### src/rtl/arm_lsu_pkg.sv
// ============================================================================
// Module      : arm_lsu_pkg
// Description : Shared encodings for the ARMv4T load/store unit.
// Revision    : 1.0 - initial release
// ============================================================================
`default_nettype none

package arm_lsu_pkg;

    localparam logic [1:0] LSU_LOAD  = 2'd0;
    localparam logic [1:0] LSU_STORE = 2'd1;
    localparam logic [1:0] LSU_LDM   = 2'd2;
    localparam logic [1:0] LSU_STM   = 2'd3;

    localparam logic [1:0] W_BYTE = 2'd0;
    localparam logic [1:0] W_HALF = 2'd1;
    localparam logic [1:0] W_WORD = 2'd2;

    typedef enum logic [1:0] {
        IDLE   = 2'd0,
        ACCESS = 2'd1,
        DONE   = 2'd2
    } lsu_state_t;

endpackage

`default_nettype wire

### src/rtl/arm_lsu_align.sv
// ============================================================================
// Module      : arm_lsu_align
// Description : Load lane select / rotate / extend and store lane replication.
// Revision    : 1.0 - initial release
// ============================================================================
`default_nettype none

module arm_lsu_align
    import arm_lsu_pkg::*;
(
    input  logic [1:0]  width_i,
    input  logic        sign_i,
    input  logic [1:0]  lane_i,
    input  logic [31:0] rdata_i,
    input  logic [31:0] wdata_i,
    output logic [31:0] ld_data_o,
    output logic [31:0] st_data_o
);

    logic [7:0]  byte_sel;
    logic [15:0] half_sel;
    logic [31:0] word_rot;

    always_comb begin
        case (lane_i)
            2'd1:    byte_sel = rdata_i[15:8];
            2'd2:    byte_sel = rdata_i[23:16];
            2'd3:    byte_sel = rdata_i[31:24];
            default: byte_sel = rdata_i[7:0];
        endcase

        half_sel = lane_i[1] ? rdata_i[31:16] : rdata_i[15:0];

        // Misaligned word loads rotate the aligned word right by the byte offset.
        case (lane_i)
            2'd1:    word_rot = {rdata_i[7:0],  rdata_i[31:8]};
            2'd2:    word_rot = {rdata_i[15:0], rdata_i[31:16]};
            2'd3:    word_rot = {rdata_i[23:0], rdata_i[31:24]};
            default: word_rot = rdata_i;
        endcase

        case (width_i)
            W_BYTE:  ld_data_o = {{24{sign_i & byte_sel[7]}}, byte_sel};
            W_HALF:  ld_data_o = {{16{sign_i & half_sel[15]}}, half_sel};
            default: ld_data_o = word_rot;
        endcase

        case (width_i)
            W_BYTE:  st_data_o = {4{wdata_i[7:0]}};
            W_HALF:  st_data_o = {2{wdata_i[15:0]}};
            default: st_data_o = wdata_i;
        endcase
    end

endmodule

`default_nettype wire

### src/rtl/arm_lsu.sv
// ============================================================================
// Module      : arm_lsu
// Description : ARMv4T load/store unit - single and LDM/STM bus sequencing.
//               Optional mem_ok timeout enabled by macro ARM_LSU_TIMEOUT_EN.
// Revision    : 1.0 - initial release
// ============================================================================
`default_nettype none

module arm_lsu
    import arm_lsu_pkg::*;
#(
    parameter  int ADDR_W  = 32,
    parameter  int NREGS   = 16,
    parameter  int TMO_CYC = 255,
    localparam int IDX_W   = $clog2(NREGS)
) (
    input  logic              clk,
    input  logic              rstn,
    input  logic              req_valid,
    output logic              req_ready,
    input  logic [1:0]        req_op,
    input  logic [ADDR_W-1:0] req_addr,
    input  logic [1:0]        req_width,
    input  logic              req_signed,
    input  logic [IDX_W-1:0]  req_rd,
    input  logic [31:0]       req_wdata,
    input  logic [NREGS-1:0]  req_rlist,
    output logic [IDX_W-1:0]  rf_idx,
    input  logic [31:0]       rf_data,
    output logic [ADDR_W-1:0] mem_addr,
    output logic [31:0]       mem_wdata,
    output logic [1:0]        mem_width,
    output logic              mem_read,
    output logic              mem_write,
    input  logic [31:0]       mem_rdata,
    input  logic              mem_ok,
    output logic              wb_en,
    output logic [IDX_W-1:0]  wb_idx,
    output logic [31:0]       wb_data,
    output logic              done,
    output logic              abort
);

    localparam logic [1:0] S_IDLE   = 2'(IDLE);
    localparam logic [1:0] S_ACCESS = 2'(ACCESS);
    localparam logic [1:0] S_DONE   = 2'(DONE);

    logic [1:0]        state_q, state_d;
    logic [1:0]        op_q;
    logic [1:0]        width_q;
    logic              sign_q;
    logic [IDX_W-1:0]  rd_q;
    logic [31:0]       wdata_q;
    logic [ADDR_W-1:0] addr_q;
    logic [NREGS-1:0]  rlist_q;
    logic              wb_en_q;
    logic [IDX_W-1:0]  wb_idx_q;
    logic [31:0]       wb_data_q;

    logic [IDX_W-1:0]  cur_idx;
    logic [NREGS-1:0]  rlist_rest;
    logic              is_multi, is_store, list_empty, active, beat_ok, tmo_hit;
    logic [1:0]        al_width, al_lane;
    logic [31:0]       ld_data, st_data;

    always_comb begin
        cur_idx = '0;
        for (int i = NREGS - 1; i >= 0; i--) begin
            if (rlist_q[i]) cur_idx = IDX_W'(i);
        end
    end

    assign rlist_rest = rlist_q & (rlist_q - NREGS'(1));
    assign is_multi   = (op_q == LSU_LDM) || (op_q == LSU_STM);
    assign is_store   = (op_q == LSU_STORE) || (op_q == LSU_STM);
    assign list_empty = (rlist_q == '0);
    // An empty register list passes through ACCESS without strobes, keeping done at +2.
    assign active     = (state_q == S_ACCESS) && !(is_multi && list_empty);
    assign beat_ok    = active && mem_ok;

`ifdef ARM_LSU_TIMEOUT_EN
    localparam int TMO_W = $clog2(TMO_CYC + 1);
    logic [TMO_W-1:0] wait_q;

    always_ff @(posedge clk) begin
        if (!rstn || state_q != S_ACCESS || beat_ok) begin
            wait_q <= '0;
        end else begin
            wait_q <= wait_q + TMO_W'(1);
        end
    end

    assign tmo_hit = active && !mem_ok && (wait_q == TMO_W'(TMO_CYC - 1));
`else
    logic [31:0] unused_tmo;
    assign unused_tmo = 32'(TMO_CYC);
    assign tmo_hit    = 1'b0;
`endif

    assign al_width = is_multi ? W_WORD : width_q;
    assign al_lane  = is_multi ? 2'b00 : addr_q[1:0];

    arm_lsu_align u_align (
        .width_i   (al_width),
        .sign_i    (sign_q),
        .lane_i    (al_lane),
        .rdata_i   (mem_rdata),
        .wdata_i   (wdata_q),
        .ld_data_o (ld_data),
        .st_data_o (st_data)
    );

    always_comb begin
        state_d = state_q;
        case (state_q)
            S_IDLE: begin
                if (req_valid) state_d = S_ACCESS;
            end
            S_ACCESS: begin
                if (beat_ok) begin
                    state_d = (is_multi && rlist_rest != '0) ? S_ACCESS : S_DONE;
                end else if (is_multi && list_empty) begin
                    state_d = S_DONE;
                end else if (tmo_hit) begin
                    state_d = S_IDLE;
                end
            end
            S_DONE:  state_d = S_IDLE;
            default: state_d = S_IDLE;
        endcase
    end

    always_comb begin
        mem_addr  = '0;
        mem_wdata = '0;
        mem_width = '0;
        if (active) begin
            if (is_multi) begin
                mem_addr  = addr_q;
                mem_width = W_WORD;
                mem_wdata = rf_data;
            end else begin
                mem_width = width_q;
                mem_wdata = st_data;
                case (width_q)
                    W_BYTE:  mem_addr = addr_q;
                    W_HALF:  mem_addr = {addr_q[ADDR_W-1:1], 1'b0};
                    default: mem_addr = {addr_q[ADDR_W-1:2], 2'b00};
                endcase
            end
            if (!is_store) mem_wdata = '0;
        end
    end

    assign mem_read  = active && !is_store;
    assign mem_write = active && is_store;
    assign rf_idx    = cur_idx;
    assign req_ready = (state_q == S_IDLE);
    assign done      = (state_q == S_DONE) || tmo_hit;
    assign abort     = tmo_hit;
    assign wb_en     = wb_en_q;
    assign wb_idx    = wb_idx_q;
    assign wb_data   = wb_data_q;

    always_ff @(posedge clk) begin
        if (!rstn) begin
            state_q   <= S_IDLE;
            op_q      <= '0;
            width_q   <= '0;
            sign_q    <= 1'b0;
            rd_q      <= '0;
            wdata_q   <= '0;
            addr_q    <= '0;
            rlist_q   <= '0;
            wb_en_q   <= 1'b0;
            wb_idx_q  <= '0;
            wb_data_q <= '0;
        end else begin
            state_q <= state_d;
            wb_en_q <= 1'b0;
            case (state_q)
                S_IDLE: begin
                    if (req_valid) begin
                        op_q    <= req_op;
                        width_q <= req_width;
                        sign_q  <= req_signed;
                        rd_q    <= req_rd;
                        wdata_q <= req_wdata;
                        if (req_op == LSU_LDM || req_op == LSU_STM) begin
                            addr_q  <= {req_addr[ADDR_W-1:2], 2'b00};
                            rlist_q <= req_rlist;
                        end else begin
                            addr_q  <= req_addr;
                            rlist_q <= '0;
                        end
                    end
                end
                S_ACCESS: begin
                    if (beat_ok) begin
                        if (!is_store) begin
                            wb_en_q   <= 1'b1;
                            wb_idx_q  <= is_multi ? cur_idx : rd_q;
                            wb_data_q <= ld_data;
                        end
                        if (is_multi) begin
                            rlist_q <= rlist_rest;
                            addr_q  <= addr_q + ADDR_W'(4);
                        end
                    end
                end
                default: ;
            endcase
        end
    end

endmodule

`default_nettype wire

### config.mk
export PLATFORM = sky130hd
export DESIGN_NAME = arm_lsu
export DESIGN_NICKNAME = d
export VERILOG_FILES = /design/src/rtl/arm_lsu_pkg.sv /design/src/rtl/arm_lsu_align.sv /design/src/rtl/arm_lsu.sv
export SDC_FILE = /design/constraint.sdc
export NUM_CORES = 1
export LEC_CHECK = 0
export CORE_MARGIN = 2
export CORE_UTILIZATION = 30
export DETAILED_ROUTE_END_ITERATION = 8
export REMOVE_ABC_BUFFERS = 1
export SYNTH_ARGS = -nofsm -noshare
export SYNTH_HDL_FRONTEND = slang
export SYNTH_HIERARCHICAL = 1
export SYNTH_SLANG_ARGS = --single-unit
### constraint.sdc
create_clock -name clk -period 3.05 [get_ports clk]
set_input_delay 0.61 -clock clk [delete_from_list [all_inputs] [get_ports clk]]
set_output_delay 0.61 -clock clk [all_outputs]
set_load 0.1 [all_outputs]
* Word-level counts from Yosys, hierarchy flattened *
Cells that the tools add are included.

storage, ports and cells
  flip-flop bits (word level) = 128
  latch bits = 0
  bits in writable memories = 0
  ROM bits = 0
  input bits = 157
  word-level logic and storage cells = 102
  memories kept = 0

cells by class
  $add $sub $neg = 2
  $mul = 0
  div/mod/pow operators = 0
  magnitude comparators = 0
  eq/ne operators = 16
  shift operators = 0
  muxes and demuxes = 47
  bitwise gates (word level) = 4
  reductions and logical operators = 22

operator list
  kind                                                                     number
  32-bit 2-to-1 mux                                                        7
  32-bit case mux with 2 select lines                                      3
  32-bit case mux with 3 select lines                                      1
  16-bit 2-to-1 mux                                                        5
  4-bit 2-to-1 mux                                                         17
  32-bit by 3-bit adder with 32-bit output, second input constant          1
  16-bit case mux with 2 select lines                                      1
  8-bit case mux with 3 select lines                                       1
  2-bit 2-to-1 mux                                                         9
  16-bit bitwise AND                                                       1
  16-bit logical NOT                                                       1
  16-bit nonzero test                                                      1
  16-bit by 1-bit subtractor with 16-bit output, second input constant     1
  2-bit == test, second input constant                                     7
  2-bit by 1-bit == test with 1-bit output, second input constant          5
  2-bit case mux with 2 select lines                                       2
  1-bit logical AND                                                        6
  2-bit logical NOT                                                        3
  2-bit inequality test, second input constant                             3
  3-bit AND reduction                                                      2
  2-bit AND reduction                                                      2
  4-bit AND reduction                                                      1
  1-bit logical OR                                                         3
  3-bit by 2-bit inequality test with 1-bit output, second input constant  1
  other kinds (5)                                                          7

* Logic depth before layout (Yosys ltp) *
Gate-level depths: netlist of the first run.

  depth in word-level cells = 17
  depth in mapped cells = 11
  gate-level depth less buffers = 7

* Hierarchy *
Netlist of the first run, hierarchy kept.

modules (own cells, without submodules)
  module         times used  cells an instance  area an instance (µm²)
  arm_lsu        1           891                6602.6
  arm_lsu_align  1           157                1412.6

* Least setup slack after synthesis of the first run *
OpenSTA, ideal clock, no wires.

  kind = register -> output
  start point = register rlist_q[11]
  end point = output rf_idx[0]
  arrival = 3.960 ns
  data required time = 2.440 ns
  path slack = -1.520 ns
  cell stages (with the launch flop) = 5
  buffers on the path = 0
  cell sequence = dfxtp_1 nor2_1 a221oi_1 o41ai_1 o41ai_1

on the way
  word-level cells in the longest chain between the ends = 12

ends and longest elaborated chain
  element                         line            source
  start: declaration              arm_lsu.sv:55   logic [NREGS-1:0] rlist_q;
  start signal: assignment        arm_lsu.sv:191  rlist_q <= req_rlist;
  start signal: assignment        arm_lsu.sv:206  rlist_q <= rlist_rest;
  4-bit 2-to-1 mux (12 in a row)  arm_lsu.sv:69   if (rlist_q[i]) cur_idx = IDX_W'(i);
  end: declaration                arm_lsu.sv:28   output logic [IDX_W-1:0] rf_idx,

No other way between the ends.

* Worst setup path after layout of the first run *
  start point = register rlist_q[2]
  end point = output mem_wdata[8]

on the way
  word-level cells in the longest chain between the ends = 5

ends and longest elaborated chain
  element             line            source
  16-bit logical NOT  arm_lsu.sv:76   assign list_empty = (rlist_q == '0);
  1-bit logical AND   arm_lsu.sv:78   assign active = (state_q == S_ACCESS) && !(is_multi && list_empty);
  1-bit logical NOT   arm_lsu.sv:78
  1-bit logical AND   arm_lsu.sv:78
  32-bit 2-to-1 mux   arm_lsu.sv:137  if (active) begin
  end: declaration    arm_lsu.sv:31   output logic [31:0] mem_wdata,

No other way between the ends.

==> summary.md, run 1 <==
The critical path crosses 8 cells after its start point. For the part of the power in combinational logic, the log shows 0.305. Register area share after synthesis: 0.3197. The number of antenna diodes in the final layout is 0.

Number of antenna violations at the first check in global routing: 2. Clock tree synthesis selected as its root buffer the cell sky130_fd_sc_hd__clkbuf_16. Synthesis instantiated 78 different standard cells from the library.

By startpoint and endpoint, the worst setup path is classified as flip-flop to output pin. For this block, the routed nets add up to 29.55 mm of wire. Setup violations remaining at the end of the flow were counted as 10.

Dividing the detail-routed wire length by the instance count gives 18.10 um. In the synthesized netlist the dominant register cell turns out to be sky130_fd_sc_hd__dfxtp_1. TritonCTS built the clock tree. The detail route stage leaves a number of antenna-violating nets equal to 0. Hold is met by 451.3 ps. Across the VDD grid, the largest voltage drop is 293.4 uV. For the post-placement setup slack, the log shows 78.13 ps. The part of the cycle the worst path needs was 1.006. The floorplan step defined a die boundary enclosing 28,040 sq um.

After detailed routing, the number of remaining DRC violations is 14. Dividing the synthesized area by the synthesized cell count gives 7.648 sq um. Terminus of the critical flop-to-flop path: wb_data[19].

The tools report the net switching component of the power as 1.925 mW. Count of cells along the worst register-to-register path: 7. Port buffering added 267 buffers. By area the synthesized netlist is led by sky130_fd_sc_hd__dfxtp_1 32%, sky130_fd_sc_hd__nand2_1 10%, sky130_fd_sc_hd__mux2i_1 9.0%. Setup repair after global routing could not meet its margin everywhere. The number of hold buffers added after CTS was 0. The commonest cells after synthesis are 216 x sky130_fd_sc_hd__nand2_1, 128 x sky130_fd_sc_hd__dfxtp_1, 127 x sky130_fd_sc_hd__a21oi_1, 82 x sky130_fd_sc_hd__nor2_1, 72 x sky130_fd_sc_hd__mux2i_1. The maximum buffer depth of the clock tree was 2.

The leading area contributor after synthesis was sky130_fd_sc_hd__dfxtp_1. For the count of max-cap constraint violations, the log shows 0. The mapped netlist covers 8015 sq um.

The final max-slew violation count was 0. The total area inside the core boundary comes to 26,130 sq um. The synthesized design contains 0 enable-type register cells. The congestion estimate from routability-driven global placement came to 0.8669. Synthesis-stage register bit count: 128. The cell with the most instances after synthesis was sky130_fd_sc_hd__nand2_1. The class of the worst hold path was flip-flop to flip-flop.

The total number of vias came out at 8,626. The proportion of layout cells with a drive suffix above 1 was 0.2221. Final design utilization: 0.4797. The H-tree was split into 4 levels. The dominant delay contributor by cell family on the critical path is simple AND/OR/NAND/NOR gates. Clock skew on the completed layout was measured at 9.299 ps. After layout, the minimum clock period comes to 3068 ps. The largest individual stage delay along the critical path comes from the cell sky130_fd_sc_hd__or4_4. The worst register-to-register path has a setup slack of 460 ps. The first detailed-routing pass ran for 7 iterations.

The initialized floorplan defines 59 standard-cell rows. The post-CTS clock slew at the launch and capture registers of the worst setup and hold paths is 60 ps. In this run the top signal layer used is met5. For the worst setup path, the data required time is 2440 ps. For the fraction of power consumed by sequential logic, the log shows 0.336. The die is 167.5 um tall. At the worst endpoint, the arrival time is 2460 ps.

The wire length the detailed router placed on met1 came out at 12.94 mm. Detailed placement finished with a half-perimeter wire length of 19.84 mm. The aggregate negative setup slack came out at -100.5 ps.

The detailed router finished its first iteration with 744 violations. The overall die width works out to 167.5 um. In this run, CTS created clock tree buffers numbering 17. The worst-path maximum fanout came out at 8. The tools report the total met2 wirelength after detailed routing as 13.96 mm.

The share of async-settable or async-resettable flops after synthesis came out at 0. The most numerous cell type found on the critical path is sky130_fd_sc_hd__nor2_4. The final reports fail on DRC, setup timing.

The tools report the kind of end point of the critical path as an output pin. During synthesis, Yosys emitted a total of 6 warnings. For this design the ratio of total power to cell area is 445.1 nW/um^2.

In the synthesized netlist, the number of instances is 1,048. The worst-margin pin slew works out to 779.3 ps. The routed design uses 2.068 mm of met3 wire.

The finished cells cover 12,530 sq um. The run finished, with violations left. The share of total power consumed by net switching works out to 0.3450.

Walking the worst path, the cells encountered are or4_4, nor3_4, and3_4, nor2_4, nand2_8, clkbuf_16, nor2_4, buf_12. The total congestion overflow after global routing came out at 0. Once placement finished, the instance area stood at 11,520 sq um. The worst setup path is launched from a flip-flop.

The via count normalized by instance count was 5.286; the via count of the first global-routing pass was 8,449. The clock reaches the later pin of the worst-skew pair after 420 ps. For the clock network fraction of total power, the log shows 0.359. The tools report the smallest setup slack after layout as -17.94 ps. On the worst path, the slowest cell contributes a delay of 550 ps. Counting the fill cells in the layout gives 2,580. The post-synthesis to final-layout area growth came out at 56.38%. Entering global routing, the biggest net connects 67 pins.

The run gives 45.86 mm as the first-pass GRT wire length. Fmax: 0.3260 GHz. Cell internal power was estimated by the tool at 3.654 mW. Total leakage power: 4.592 nW.

For the initial core utilization, the log shows 0.3067. The critical path starts at rlist_q[2]. The logs give 0.2041 for the global-route usage over all layers and 1,442 for the net total in the final layout. The clock drives 128 sinks. Counting both buffers and inverters, the worst setup path holds a total of 2.

The worst slew margin relative to its limit is 0.4792. The worst register-to-register path begins at op_q[1]. The tools report the number of endpoints with negative hold slack in the final report as 0.

The count of pins on the block boundary is 269. The critical path ends at mem_wdata[8]. Share of the synthesized area in the top cell type: 0.3197.
## power by group through the flow
stage	Combinational [mW]	Clock [mW]	Sequential (mW)
after floorplan	0.876	0	2.00
after global placement	1.62	0	1.91
after detailed placement	1.63	0	1.91
after CTS	1.67	2.06	1.87
after global routing	1.82	2.13	1.89
final	1.70	2.00	1.87
## final cells by class
class	instances	area (sq um)	share of cell area
clock buffer	23	488.0	0.03893
clock inverter	9	82.58	0.006588
inverter	10	38.79	0.003094
multi-input combinational	814	5204	0.4152
sequential	128	2577	0.2056
tap	335	419.2	0.03344
timing repair buffer	313	3725	0.2972
## per-stage QoR
step,total power [mW],std cells
2_1_floorplan,2.881,952
6_report,5.579,1632
5_1_grt,5.833,1632
3_5_place_dp,3.540,1587
4_1_cts,5.597,1629
3_3_place_gp,3.527,1587
## layer usage
metal  vias up  GRT usage
met3        41    0.04774
met4         4    0.06125
li1       4218          -
met1      4050     0.2630
met2       313     0.3401
met5         -          0
## flip-flops by register name, summed over array words and instances, names as in the netlist
register  cells
addr_q       32
op_q          2
rd_q          4
rlist_q      16
sign_q        1
state_q       2
wb_data      32
wb_en         1
wb_idx        4
wdata_q      32
width_q       2
## timing repair
| action | 4_1_cts | 5_1_grt |
|---|---|---|
| setup endpoints to repair | 67 | 33 |
| gates cloned | 2 | 2 |
| setup buffers | 8 | 2 |
| resized for setup | 28 | 54 |
| pin swaps | 4 | 28 |
## tightest hold or removal path, delay by kind of cell, from the launching register on
family / cells / cell delay [ps]
AOI/OAI and AO/OA: 1 / 50
DFF: 1 / 300
and+or+nand+nor: 1 / 50
## worst min path at each step
| stage | from | end | slack (ps) | cells after the start |
|---|---|---|---|---|
| after global placement | wdata_q[17] | wdata_q[17] | 440 | 2 |
| after global routing | wdata_q[18] | wdata_q[18] | 470 | 2 |
| after detailed placement | wdata_q[18] | wdata_q[18] | 450 | 2 |
| after floorplan | wdata_q[16] | wdata_q[16] | 430 | 2 |
| after CTS | wdata_q[18] | wdata_q[18] | 460 | 2 |
| final | rd_q[3] | rd_q[3] | 450 | 2 |
## logic make-up (layout without fill, tap and decap cells)
family	count (synthesis)	in the layout	synth area share
muxes	98	98	0.1386
buffers and inverters	106	355	0.06775
adders and majority gates	4	4	0.005307
other	1	1	0.0004679
AOI/OAI and AO/OA	271	271	0.2178
and+or+nand+nor	440	440	0.2504
DFF	128	128	0.3197
## layout by cell type, fill, tap and decap left out, drive strengths merged, types with 11 or more instances in the layout
cell and instances:
a21oi 129, a31oi 11, and3 37, buf 155
clkbuf 25, clkdlybuf4s50 156, dfxtp 128, mux2 18
mux2i 72, nand2 217, nand3 34, nor2 83
nor3 16, o21ai 46, o22a 15
(Power assumes the default switching activity.)
==> inputs of run 2 (changes only) <==
--- a/config.mk
+++ b/config.mk
@@ -5,10 +5,12 @@
 export SDC_FILE = /design/constraint.sdc
 export NUM_CORES = 1
 export LEC_CHECK = 0
+export CORE_ASPECT_RATIO = 1.75
 export CORE_MARGIN = 2
 export CORE_UTILIZATION = 30
 export DETAILED_ROUTE_END_ITERATION = 8
 export REMOVE_ABC_BUFFERS = 1
+export SLEW_MARGIN = 20
 export SYNTH_ARGS = -nofsm -noshare
 export SYNTH_HDL_FRONTEND = slang
 export SYNTH_HIERARCHICAL = 1
==> summary.md, run 2 (same netlist as run 1, synthesis figures left out) <==
The H-tree level count was 4 (unchanged). Setup repair after global routing could not meet its margin everywhere. The detailed placement HPWL is 21.27 mm (+7.2%), and the row count is 79 (+34%). The run gives 452.9 ps (+1.549 ps) as the worst-case hold slack.

For the count of pins on the block boundary, the log shows 269 (unchanged). The area taken by flip-flops and latches came out at 2569 sq um (-0.34%). STA classifies the critical path startpoint as a flip-flop. The tools report the global-route usage over all layers as 0.2087 (+0.004612). The number of remaining DRC errors was 0 (-14); the first-pass GRT wire length was 46.08 mm (+0.48%).

The final non-filler cell total is 1,621 (-0.67%). The critical path is of the flip-flop to output pin type. The net total in the final layout is 1,437 (-0.35%). The count of max-cap constraint violations is 0 (unchanged). The critical path data arrival time is 2440 ps (-20 ps), and the quantity of I/O buffers inserted on ports is 267 (unchanged).

The proportion of layout cells with a drive suffix above 1 works out to 0.2190 (-0.003011). The placed cell count was 1,577 (-0.63%). The worst setup path is captured at an output pin.

The power per cell area is 460.9 nW/um^2 (+3.5%), and the part of the cycle the worst path needs is 0.9997 (-0.006206). Leaving out fill and tap cells, the most frequent cell in the layout is sky130_fd_sc_hd__nand2_1. The fmax is 0.3280 GHz (+0.62%). The run gives 430 ps (about the same) as the clock insertion delay at the later pin of the skew report. The die span in y works out to 220.2 um (+32%). The post-route minimum period was 3049 ps (-18.93 ps). The total leakage power came out at 4.533 nW (-1.3%). In this run the critical register-to-register path is launched from rlist_q[4]. The worst slew margin relative to its limit was 0.3675 (-0.1117).

In the layout the commonest cells are 213 x sky130_fd_sc_hd__nand2_1, 156 x sky130_fd_sc_hd__clkdlybuf4s50_1, 127 x sky130_fd_sc_hd__a21oi_1. The run finished with clean final reports. The routed wirelength normalized by instance count is 18.74 um (+3.5%), and the worst IR drop on VDD is 367.3 uV (+25%). The number of clock buffers inserted by TritonCTS was 17 (unchanged); the total iterations of the first detailed-routing run was 5 (-2). The number of antenna violations at the first check in global routing is 3 (+1).

Total number of vias: 8,713 (+1.0%). The clock tree skew after final layout is 9.139 ps (-0.1592 ps). Post-synthesis to final-layout area growth: 55.64%. The run gives 2,534 (-1.8%) as the fill cell instance count of the final layout. The overall die width is 127.6 um (-24%), and the number of DRC markers after the initial detailed-route iteration is 496 (-33%).

For the area of the core region, the log shows 26,390 sq um (+0.99%). The run gives 30.38 mm (+2.8%) as the total wire length. The root buffer cell chosen for the clock tree is sky130_fd_sc_hd__clkbuf_16.

The maximum buffer depth of the clock tree came out at 2 (unchanged). For the data required time of the worst path, the log shows 2440 ps (about the same). The worst-margin pin slew is 936.5 ps (+157.1 ps). The via count of the first global-routing pass is 8,362 (-1.0%), and the final max-slew violation count is 0 (unchanged). The initial core utilization was 0.3037 (-0.003010); the hold buffer count at CTS was 0 (unchanged).

The tools report the final design utilization as 0.4727 (-0.006982). The die outline area was 28,090 sq um (+0.18%); the worst-path maximum fanout was 9 (+1). The tools report the launch point of the worst hold path as wdata_q[18]. TritonCTS built the clock tree. First element of the critical path: rlist_q[2]. Multi-input gate area in the final layout: 5122 sq um (-1.6%). The placer's final routability congestion estimate came out at 0.8833 (+1.9%). The number of endpoints with negative hold slack in the final report came out at 0 (unchanged). The via count normalized by instance count works out to 5.375 (+1.7%).

Post-CTS clock slew at the launch and capture registers of the worst setup and hold paths: 60 ps (about the same). The final-report setup violation count was 0 (-10). The worst hold path belongs to the class flip-flop to flip-flop.

The tools report the remaining number of nets flagged by the antenna check after routing as 0 (unchanged). Largest net degree at the start of global routing: 101 (+51%). The tools report the total congestion overflow after global routing as 0 (unchanged).

The number of sinks driven by the clock tree came out at 128 (unchanged).
run 2: timing repair:
item,CTS,global route
gates resized for setup,11,35
setup buffers,6,0
cloned,2,0
pin swaps,5,2
endpoints found under the setup margin,66,59
run 2: final timing paths:
check	to	slack, ps	depth (start not counted)
max reg2reg	addr_q[29]	480	8
min	wdata_q[18]	450	2
min reg2reg	wdata_q[18]	450	2
max	rf_idx[3]	1	5
run 2: per-stage QoR:
stage	power (mW)	setup slack [ps]	cell area (sq um)	TNS, ps
2_1_floorplan	2.881	-2116	7511	-182770
3_3_place_gp	3.537	274.1	11560	0
3_5_place_dp	3.552	246.8	11560	0
4_1_cts	5.773	-56.00	12330	-2425
5_1_grt	5.990	-80.69	12470	-1350
6_report	5.749	0.9841	12470	0
run 2: where the power goes:
| group | switching (mW) | total [mW] | internal [mW] |
|---|---|---|---|
| sequential | 0.109 | 1.88 | 1.78 |
| clock | 0.825 | 2.18 | 1.35 |
| combinational | 1.00 | 1.69 | 0.687 |
run 2: critical path: stages (launching register included):
cell and delay (ps):
sky130_fd_sc_hd__dfxtp_2 360, sky130_fd_sc_hd__or4_4 540, sky130_fd_sc_hd__buf_4 180, sky130_fd_sc_hd__or2_4 280, sky130_fd_sc_hd__a21oi_1 400, sky130_fd_sc_hd__buf_12 240
run 2: final cells by class:
class                   count  share of cell area
clock buffers              20             0.03741
multi-input cells         814              0.4106
well taps                 324             0.03250
clock inverters            12             0.01264
flip-flops and latches    128              0.2059
diodes                      5            0.001003
repair buffers            308              0.2968
inverters                  10            0.003109
run 2: routing by layer:
metal  global-route usage  vias up  wire length, um
met5                    0        -                0
met4              0.09084        0             1057
met3              0.04473       59             1474
met2               0.3795      293            16310
met1               0.2324     4144            11530
li1                     -     4217                -
